## src/rtl/jpeg_zz_pkg.sv

```systemverilog
// Shared zigzag/raster index tables for the JPEG 8x8 coefficient reorder blocks.
// ZZ2R maps a zigzag scan position to its raster (row*8+col) position; R2Z is the inverse.
package jpeg_zz_pkg;

  localparam int BLK_SZ = 64;

  localparam logic [5:0] ZZ2R [BLK_SZ] = '{
     0,  1,  8, 16,  9,  2,  3, 10,
    17, 24, 32, 25, 18, 11,  4,  5,
    12, 19, 26, 33, 40, 48, 41, 34,
    27, 20, 13,  6,  7, 14, 21, 28,
    35, 42, 49, 56, 57, 50, 43, 36,
    29, 22, 15, 23, 30, 37, 44, 51,
    58, 59, 52, 45, 38, 31, 39, 46,
    53, 60, 61, 54, 47, 55, 62, 63
  };

  localparam logic [5:0] R2Z [BLK_SZ] = '{
     0,  1,  5,  6, 14, 15, 27, 28,
     2,  4,  7, 13, 16, 26, 29, 42,
     3,  8, 12, 17, 25, 30, 41, 43,
     9, 11, 18, 24, 31, 40, 44, 53,
    10, 19, 23, 32, 39, 45, 52, 54,
    20, 22, 33, 38, 46, 51, 55, 60,
    21, 34, 37, 47, 50, 56, 59, 61,
    35, 36, 48, 49, 57, 58, 62, 63
  };

endpackage

```

## src/rtl/jpeg_zz_addr_rom.sv

```systemverilog
// Combinational zigzag-to-raster address lookup used by the inverse zigzag write path.
module jpeg_zz_addr_rom
  import jpeg_zz_pkg::*;
(
  input  logic [5:0] zz_idx,
  output logic [5:0] raster_idx
);

  assign raster_idx = ZZ2R[zz_idx];

endmodule

```

## src/rtl/jpeg_izigzag.sv

```systemverilog
// Inverse zigzag reorder: zigzag-ordered coefficients in, raster-ordered out.
// Two 64-entry register banks ping-pong so one block fills while the other drains.
module jpeg_izigzag
  import jpeg_zz_pkg::*;
#(
  parameter int DW = 12
) (
  input  logic          clk,
  input  logic          rst,
  input  logic          in_valid,
  output logic          in_ready,
  input  logic [DW-1:0] in_data,
  output logic          out_valid,
  input  logic          out_ready,
  output logic [DW-1:0] out_data,
  output logic [5:0]    out_idx,
  output logic          out_last
);

  logic [DW-1:0] mem [2][BLK_SZ];
  logic [5:0]    wcnt, rcnt, waddr;
  logic          wb, rb;
  logic [1:0]    full, full_nxt;
  logic          wr_fire, rd_fire, wr_done, rd_done;

  jpeg_zz_addr_rom u_addr_rom (
    .zz_idx     (wcnt),
    .raster_idx (waddr)
  );

  assign in_ready  = !full[wb];
  assign out_valid = full[rb];
  assign wr_fire   = in_valid && in_ready;
  assign rd_fire   = out_valid && out_ready;
  assign wr_done   = wr_fire && (wcnt == 6'd63);
  assign rd_done   = rd_fire && (rcnt == 6'd63);

  // Write and read completions always hit opposite banks, so both updates can apply.
  always_comb begin
    full_nxt = full;
    if (wr_done) full_nxt[wb] = 1'b1;
    if (rd_done) full_nxt[rb] = 1'b0;
  end

  always_ff @(posedge clk or negedge rst) begin
    if (!rst) begin
      wcnt <= '0;
      rcnt <= '0;
      wb   <= 1'b0;
      rb   <= 1'b0;
      full <= '0;
    end else begin
      full <= full_nxt;
      if (wr_fire) begin
        wcnt <= wcnt + 6'd1;
        if (wr_done) wb <= ~wb;
      end
      if (rd_fire) begin
        rcnt <= rcnt + 6'd1;
        if (rd_done) rb <= ~rb;
      end
    end
  end

  // Coefficient storage is deliberately left out of reset.
  always_ff @(posedge clk) begin
    if (wr_fire) mem[wb][waddr] <= in_data;
  end

  assign out_data = out_valid ? mem[rb][rcnt] : '0;
  assign out_idx  = rcnt;
  assign out_last = (rcnt == 6'd63);

endmodule

```

## config.mk

```make
export PLATFORM = sky130hd
export DESIGN_NAME = jpeg_izigzag
export DESIGN_NICKNAME = d
export VERILOG_FILES = /design/src/rtl/jpeg_zz_pkg.sv /design/src/rtl/jpeg_zz_addr_rom.sv /design/src/rtl/jpeg_izigzag.sv
export SDC_FILE = /design/constraint.sdc
export NUM_CORES = 2
export LEC_CHECK = 0
export BUFFER_PORTS_ARGS = -buffer_cell sky130_fd_sc_hd__buf_2
export CAP_MARGIN = 15
export CORE_MARGIN = 5
export CORE_UTILIZATION = 30
export CTS_CLUSTER_DIAMETER = 50
export CTS_CLUSTER_SIZE = 28
export DETAILED_ROUTE_END_ITERATION = 6
export SYNTH_ARGS = -nofsm -noshare
export SYNTH_HDL_FRONTEND = slang
export SYNTH_SLANG_ARGS = --single-unit
```

## constraint.sdc

```tcl
create_clock -name clk -period 5.15 [get_ports clk]
set_input_delay 1.03 -clock clk [delete_from_list [all_inputs] [get_ports clk]]
set_output_delay 1.03 -clock clk [all_outputs]
set_load 0.02 [all_outputs]
```

**Word-level counts from Yosys, hierarchy flattened**

Memories as Yosys holds them, arrays and structs flattened.
Index checks and enable logic that the tools add are counted.

- Bits in registers: 16
- RAM bits: 1,536
- ROM bits: 384
- Bits of input ports: 16
- Word-level logic and storage cells: 57
- Memories: 2

Memory list:

| name | depth | bits a word | rd ports | clocked after memory_dff | wr ports | line | source |
|---|---|---|---|---|---|---|---|
| mem | 2 | 768 | 1 | 0 | 1 | jpeg_izigzag.sv:20 | `logic [DW-1:0] mem [2][BLK_SZ];` |
| (no name shown) | 64 | 6 | 1 | 0 | 0 | jpeg_zz_addr_rom.sv:9 | `assign raster_idx = ZZ2R[zz_idx];` |

- Add/sub/neg operators: 2
- $lt $le $gt $ge: 8
- Equality and inequality tests: 2
- Muxes and demuxes: 20
- Bitwise logic cells: 8
- Reduce and logical (&&, ||, !) cells: 10

Operators with widths:

| cell | count |
|---|---|
| two-way mux 768 bit | 1 |
| binary-select mux 12 bit (select 6 bit) | 1 |
| demux 12 bit (select 6 bit) | 1 |
| two-way mux 12 bit | 4 |
| >= comparator 7 bit (second input constant) | 3 |
| inverter 6 -> 7 bit | 3 |
| adder 6 x 1 -> 6 bit (second input constant) | 2 |
| equality test 6 bit (second input constant) | 2 |
| two-way mux 6 bit | 2 |
| logical AND 1 bit | 7 |
| less-than comparator 7 x 1 -> 1 bit (second input constant) | 1 |
| two-way mux 1 bit | 7 |
| less-than comparator 1 x 2 -> 1 bit (second input constant) | 2 |
| two-way mux 2 bit | 2 |
| AND reduction 2 bit | 2 |
| bitwise AND 2 bit | 1 |
| demux 1 bit (select 1 bit) | 2 |
| >= comparator 1 bit (second input constant) | 2 |
| inverter 1 bit | 2 |
| inverter 2 bit | 1 |
| bitwise OR 2 bit | 1 |
| logical NOT 1 bit | 1 |

**Longest topological paths before layout**

- Depth in word-level cells: 10
- Gate-level depth with buffers: 12

**By module**

Synthesis repeated with hierarchy kept, for this count alone.

- Cells, all modules: 2,848
- Area total of the unflattened synthesis: 60,867.1 um^2

By module, submodules not included:

| module | times used | cells an instance | area an instance (um^2) | sequential area each (um^2) |
|---|---|---|---|---|
| jpeg_izigzag | 1 | 2,740 | 60,070.1 | 46,524.6 |
| jpeg_zz_addr_rom | 1 | 108 | 797.0 | 0.0 |

**Worst setup path before layout**

Ideal clock, no wire load.

- Kind: reg2reg
- Start point: reg wcnt[0]
- End point: mem mem[0][504] (netlist name) (enable)
- Arrival time: 3.561 ns
- Required time: 4.770 ns
- Setup slack: 1.209 ns
- Stages on the path, launching flop included: 12
- Path buffers: 3
- Clock period less this slack: 3.941 ns
- Cells stage by stage: dfrtp_1 > clkbuf_1 > inv_1 > ha_1 > inv_1 > mux4_2 > mux4_2 > a311o_1 > or2_1 > clkbuf_1 > buf_2 > nor2_1

- Word-level cells in the longest chain between the ends: 10
- Elaborated cells between the ends (all ways): 11

RTL lines:

| element | line | source |
|---|---|---|
| from (decl) | jpeg_izigzag.sv:21 | `logic [5:0] wcnt, rcnt, waddr;` |
| from (signal assigned) | jpeg_izigzag.sv:55 | `wcnt <= wcnt + 6'd1;` |
| inverter 6 -> 7 bit (not written as such) (*) | jpeg_zz_addr_rom.sv:9 |  |
| memory (64 x 6 bit) (*) | - |  |
| two-way mux 6 bit (not written as such) (*) (2 in a row) | jpeg_zz_addr_rom.sv:9 |  |
| inverter 6 -> 7 bit (not written as such) (*) | jpeg_izigzag.sv:67 | `if (wr_fire) mem[wb][waddr] <= in_data;` |
| >= comparator 7 bit (not written as such) / less-than comparator 7 x 1 -> 1 bit (equally long branches) | jpeg_izigzag.sv:67 |  |
| logical AND 1 bit (not written as such) | jpeg_izigzag.sv:67 |  |
| two-way mux 12 bit (not written as such) | jpeg_izigzag.sv:67 |  |
| demux 12 bit (select 6 bit) (*) | jpeg_izigzag.sv:67 |  |
| two-way mux 768 bit (not written as such) (*) | jpeg_izigzag.sv:67 |  |
| to (decl) | jpeg_izigzag.sv:20 |  |

Mark *: on every way between the ends. The rest lies on a longest branch, timed or not. The select of a mux whose other input is x is not followed.

**Final worst setup path**

- Start point: reg rcnt[0], in the netlist out_idx[0]
- End point: out out_data[2]

- Word-level cells in the longest chain between the ends: 5

RTL lines:

| element | line | source |
|---|---|---|
| from (decl) | jpeg_izigzag.sv:21 |  |
| from (signal assigned) | jpeg_izigzag.sv:59 | `rcnt <= rcnt + 6'd1;` |
| inverter 6 -> 7 bit (not written as such) | jpeg_izigzag.sv:70 | `assign out_data = out_valid ? mem[rb][rcnt] : '0;` |
| binary-select mux 12 bit (select 6 bit) | jpeg_izigzag.sv:70 |  |
| two-way mux 12 bit (not written as such) (2 in a row) | jpeg_izigzag.sv:70 |  |
| two-way mux 12 bit | jpeg_izigzag.sv:70 |  |
| to (decl) | jpeg_izigzag.sv:15 | `output logic [DW-1:0] out_data,` |

No other way between the ends. The select of a mux whose other input is x is not followed.

==> results.md <==
Status:
- The run finished with clean final reports.

Power:
- The net switching fraction of the power is between 20 and 30%.
- The clock network is responsible for 36.4% of the overall power.
- The part of the total power dissipated in sequential elements is between 40% and 50%.
- The combinational group share of total power is approximately 17%.
- The power per cell area is around 440 nW/um^2.
- The worst-case vdd ir drop is 415 uV.
- The cell-internal power is 22.4 mW.
- Summed over all cells, the static leakage comes to 22.1 nW.
- The net switching power of the design is 9.02 mW.

Floorplan:
- The die is 461 um wide.
- From bottom edge to top edge, the die measures approximately 460 um.
- The floorplan step defined a die boundary enclosing 212000 um^2.
- The number of top-level pins is 37.
- The standard-cell row count is 165.
- The initial standard-cell utilization of the core is 30.2%.
- The total area inside the core boundary comes to 202000 um^2.

Synthesis:
- In the synthesized netlist, the number of instances is a little under 3000.
- The post-synth design cell area is just over 60000 um^2.
- Yosys mapped the design onto between 60 and 70 distinct sky130hd cell types.
- After synthesis the netlist holds a flip-flop and latch count of 1552.
- The yosys synthesis warning count is 0.
- The number of nets in the synthesized netlist is 2984.
- The post-synthesis async set-or-reset flop share is 1.03%.
- The share of synthesized area in the top cell type comes to 75.7%.
- For this run, the leading register cell type out of synthesis is edfxtp_1.
- The number of enable flip-flop cells after synthesis is 1536.
- The mean cell area of the mapped netlist is 20.7 um^2.
- For this run, the register share of the synthesized area comes to 76.3%.
- The largest total area in the synthesized netlist belongs to edfxtp_1.
- By area the synthesized netlist is led by edfxtp_1 76%, mux4_2 13%, mux2i_1 2.3%.

Routing:
- The DRC violation total after the first TritonRoute iteration is 3728.
- Detailed routing inserted a total of 31000 vias.
- For this run, the detailed router's first-pass iteration total came to 5.
- Dividing the detail-routed wire length by the instance count gives 26.8 um.
- Dividing the detail-routed via count by the number of cells gives 5.13.
- For this run, design rule violations remaining after detail routing come to 0.
- The number of nets still failing antenna checks after routing is 0.
- The final wirelength is about 160 mm.

Worst setup path:
- The largest stage delay on the critical path is 0.77 ns.
- The slowest library cell on the worst path is o211ai_1.
- Along the worst path, the maximum fanout reaches 37.
- The required time reported for the critical path endpoint is approximately 4 ns.
- The critical path is of the register to primary output type.
- The reg-to-reg critical path startpoint is wcnt[1].
- STA puts the critical path data arrival time at approximately 4.1 ns.
- The endpoint class of the critical path is a primary output.
- The setup check on the worst reg-to-reg path leaves a slack of 0.87 ns.
- The worst register-to-register path ends at mem[1][567].
- The worst setup path is launched from a register.
- Traced cell by cell, the critical path runs through clkinv_2 -> buf_12 -> mux2i_2 -> o211ai_1 -> a211oi_1 -> nor3_1 -> buf_4 -> buf_2.
- The number of cells on the worst reg-to-reg path is 9.

STA:
- The final critical path takes up 99.0% of the cycle.
- The number of pins exceeding their max-slew limit in the final report is 0.
- The shortest clock period the worst path allows after layout is 5.10 ns.
- At the pin with the least slew margin, the transition time is about 1.2 ns.
- The setup clock skew after layout is 0.0362 ns.
- The relative slew slack is 17.9%.
- Static timing analysis puts the maximum clock frequency at 0.196 GHz.
- Setup repair after global routing left no endpoint under its margin.
- The worst setup margin is around 0.054 ns.
- The total setup violations reported at the end of the flow is 0.
- The final hold violation count is 0.

GRT:
- Across every metal layer, demand over resource in global routing totals between 10% and 20%.
- Entering global routing, the biggest net connects 97 pins.
- The first global-routing pass estimated 232 mm of wire.
- The initial antenna violation count is 3.
- The sum of overflow across all layers after global routing is 0.
- The via count of the first global-routing pass is 30700.

Placement:
- The congestion estimate from routability-driven global placement came to ~0.84.
- The number of placed instances, taps included, is 5757.
- The placed standard-cell area is 66100 um^2.
- Before CTS, the worst setup slack after placement is 0.214 ns.
- In this run the tool buffered the top-level ports with 36 buffer cells.
- Once detailed placement completed, the half-perimeter wirelength came to 101 mm.

Final layout:
- The share of post-route cells with drive strength above 1 is 28.9%.
- In the layout the commonest cells are 1536 x edfxtp_1, 352 x mux4_2, 272 x buf_4.
- For this run, the post-layout net count is between 3000 and 4000.
- The summed area of non-filler cells in the final layout is 71600 um^2.
- The most common cell after layout, fill and taps aside is edfxtp_1.
- The core occupancy in the finished layout is 35.4%.
- The finished layout holds 6038 standard cells, fillers aside.
- The signed area change from the synthesized netlist to the final layout is 17.4%.

Clock network:
- The clock root buffer is clkbuf_16.
- In this run the deepest clock path goes through 3 buffers.
- The depth of the CTS H-tree is 4.
- The post-CTS clock slew at the launch and capture registers of the worst setup and hold paths is roughly 0.080 ns.
- The TritonCTS clock tree is yes.
- The source-to-sink clock delay at the later pin of the worst-skew pair is 0.81 ns.
- In this run, post-CTS hold repair placed 0 buffers.
- The number of buffers created by CTS is 145.
- The clock drives ~1600 sinks.

Run:
- Max-cap violations in this run came to 0.

Hold path:
- In this run the worst hold path is classified as primary input to asynchronous set/reset pin.
==> sequential cells by signal, summed over array words and instances (netlist names) <==
register,count
rb,1
mem,1536
out_idx,6
wb,1
wcnt,6
full,2
==> cells in the mapped netlist (3+ instances only) <==
cell,number
xnor2_1,10
a2111oi_0,14
o22ai_1,7
dfrtp_1,16
a221oi_1,13
nor2_1,154
nand2_1,86
nor2b_1,20
and3_1,6
edfxtp_1,1536
nand2b_1,21
o2111ai_1,4
inv_1,9
buf_2,54
o21ai_0,22
ha_1,23
a311o_1,3
and2_1,7
mux2i_1,142
buf_4,15
or4_1,4
clkbuf_1,96
nand3_1,31
nor2_2,3
a21oi_1,59
mux4_2,352
a22oi_1,76
buf_1,10
a211oi_1,23
o211ai_1,20
nor3b_1,3
mux2_2,4
nor3_1,27
a2bb2oi_1,11
nor2_4,7
inv_2,3
a31oi_1,15
nor4_1,6
==> worst max-delay path by stage <==
stage / from / to / slack (ns) / depth (start not counted)
global placement: rb / out_data[8] / -0.21 / 9
floorplan: wcnt[0] / mem[0][504] / 1.21 / 11
global route: rb / out_data[2] / 0.008 / 11
finish: out_idx[0] / out_data[2] / 0.05 / 8
detailed placement: rb / out_data[2] / 0.21 / 9
CTS: rb / out_data[2] / -0.06 / 11
==> area by class of cell <==
cell class,count,area (um^2)
antenna,3,7.51
fill,18400,131000
sequential,1552,46500
timing repair buffer,327,2810
multi-input combinational,1203,13700
tap,2672,3340
clock buffer,155,3690
clock inverter,114,1460
inverter,12,48.8
==> critical path: cells and delay by family, from the launching register on <==
kind                   cells  cell delay (ns)
buffers and inverters      4             0.84
AO/OA/AOI/OAI              2             0.96
AND/OR/NAND/NOR            1             0.42
multiplexers               1             0.24
flip-flops                 1             0.73
==> what timing repair did <==
item                       in CTS  in global routing
setup endpoints to repair      12                  7
cloned                          0                  2
buffers inserted                7                  0
resized for setup              20                 14
pin swaps                       1                  5
==> layer usage <==
| layer | vias to the layer above | routed length [um] | global-route usage, % |
|---|---|---|---|
| li1 | 12900 | - | - |
| met1 | 16600 | 67900 | 21.0 |
| met2 | 1230 | 77000 | 24.0 |
| met3 | 239 | 11400 | 2.57 |
| met4 | 0 | 5500 | 5.08 |
| met5 | - | 0 | 0 |
==> stage by stage <==
stage | hold slack (ns) | power (mW) | TNS, ns
floorplan | 0.483 | 17.7 | 0
global placement | 0.527 | 20.1 | -0.214
detailed placement | 0.561 | 20.2 | 0
CTS | 0.178 | 31.6 | -0.0898
global route | 0.223 | 32.5 | 0
finish | 0.231 | 31.4 | 0
==> logic make-up (layout without fill, tap and decap cells) <==
| family | Yosys count | after routing | share of synthesized area (%) |
|---|---|---|---|
| AO/OA/AOI/OAI | 283 | 283 | 3.25 |
| XOR/XNOR | 12 | 12 | 0.172 |
| AND/OR/NAND/NOR | 387 | 387 | 2.96 |
| adder cells (fa/ha/maj) | 23 | 23 | 0.472 |
| multiplexers | 498 | 498 | 15.4 |
| buffers and inverters | 190 | 608 | 1.42 |
| flip-flops | 1552 | 1552 | 76.3 |
| other | 0 | 3 | 0 |
==> power groups by stage <==
| stage | Sequential (mW) | Combinational [mW] | Clock [mW] |
|---|---|---|---|
| 2_1_floorplan | 14.8 | 2.88 | 0 |
| 3_3_place_gp | 14.9 | 5.20 | 0 |
| 3_5_place_dp | 15.0 | 5.23 | 0 |
| 4_1_cts | 14.7 | 5.30 | 11.7 |
| 5_1_grt | 14.7 | 5.59 | 12.2 |
| 6_report | 14.7 | 5.33 | 11.4 |
No activity file was read; power rests on OpenSTA's default activity.
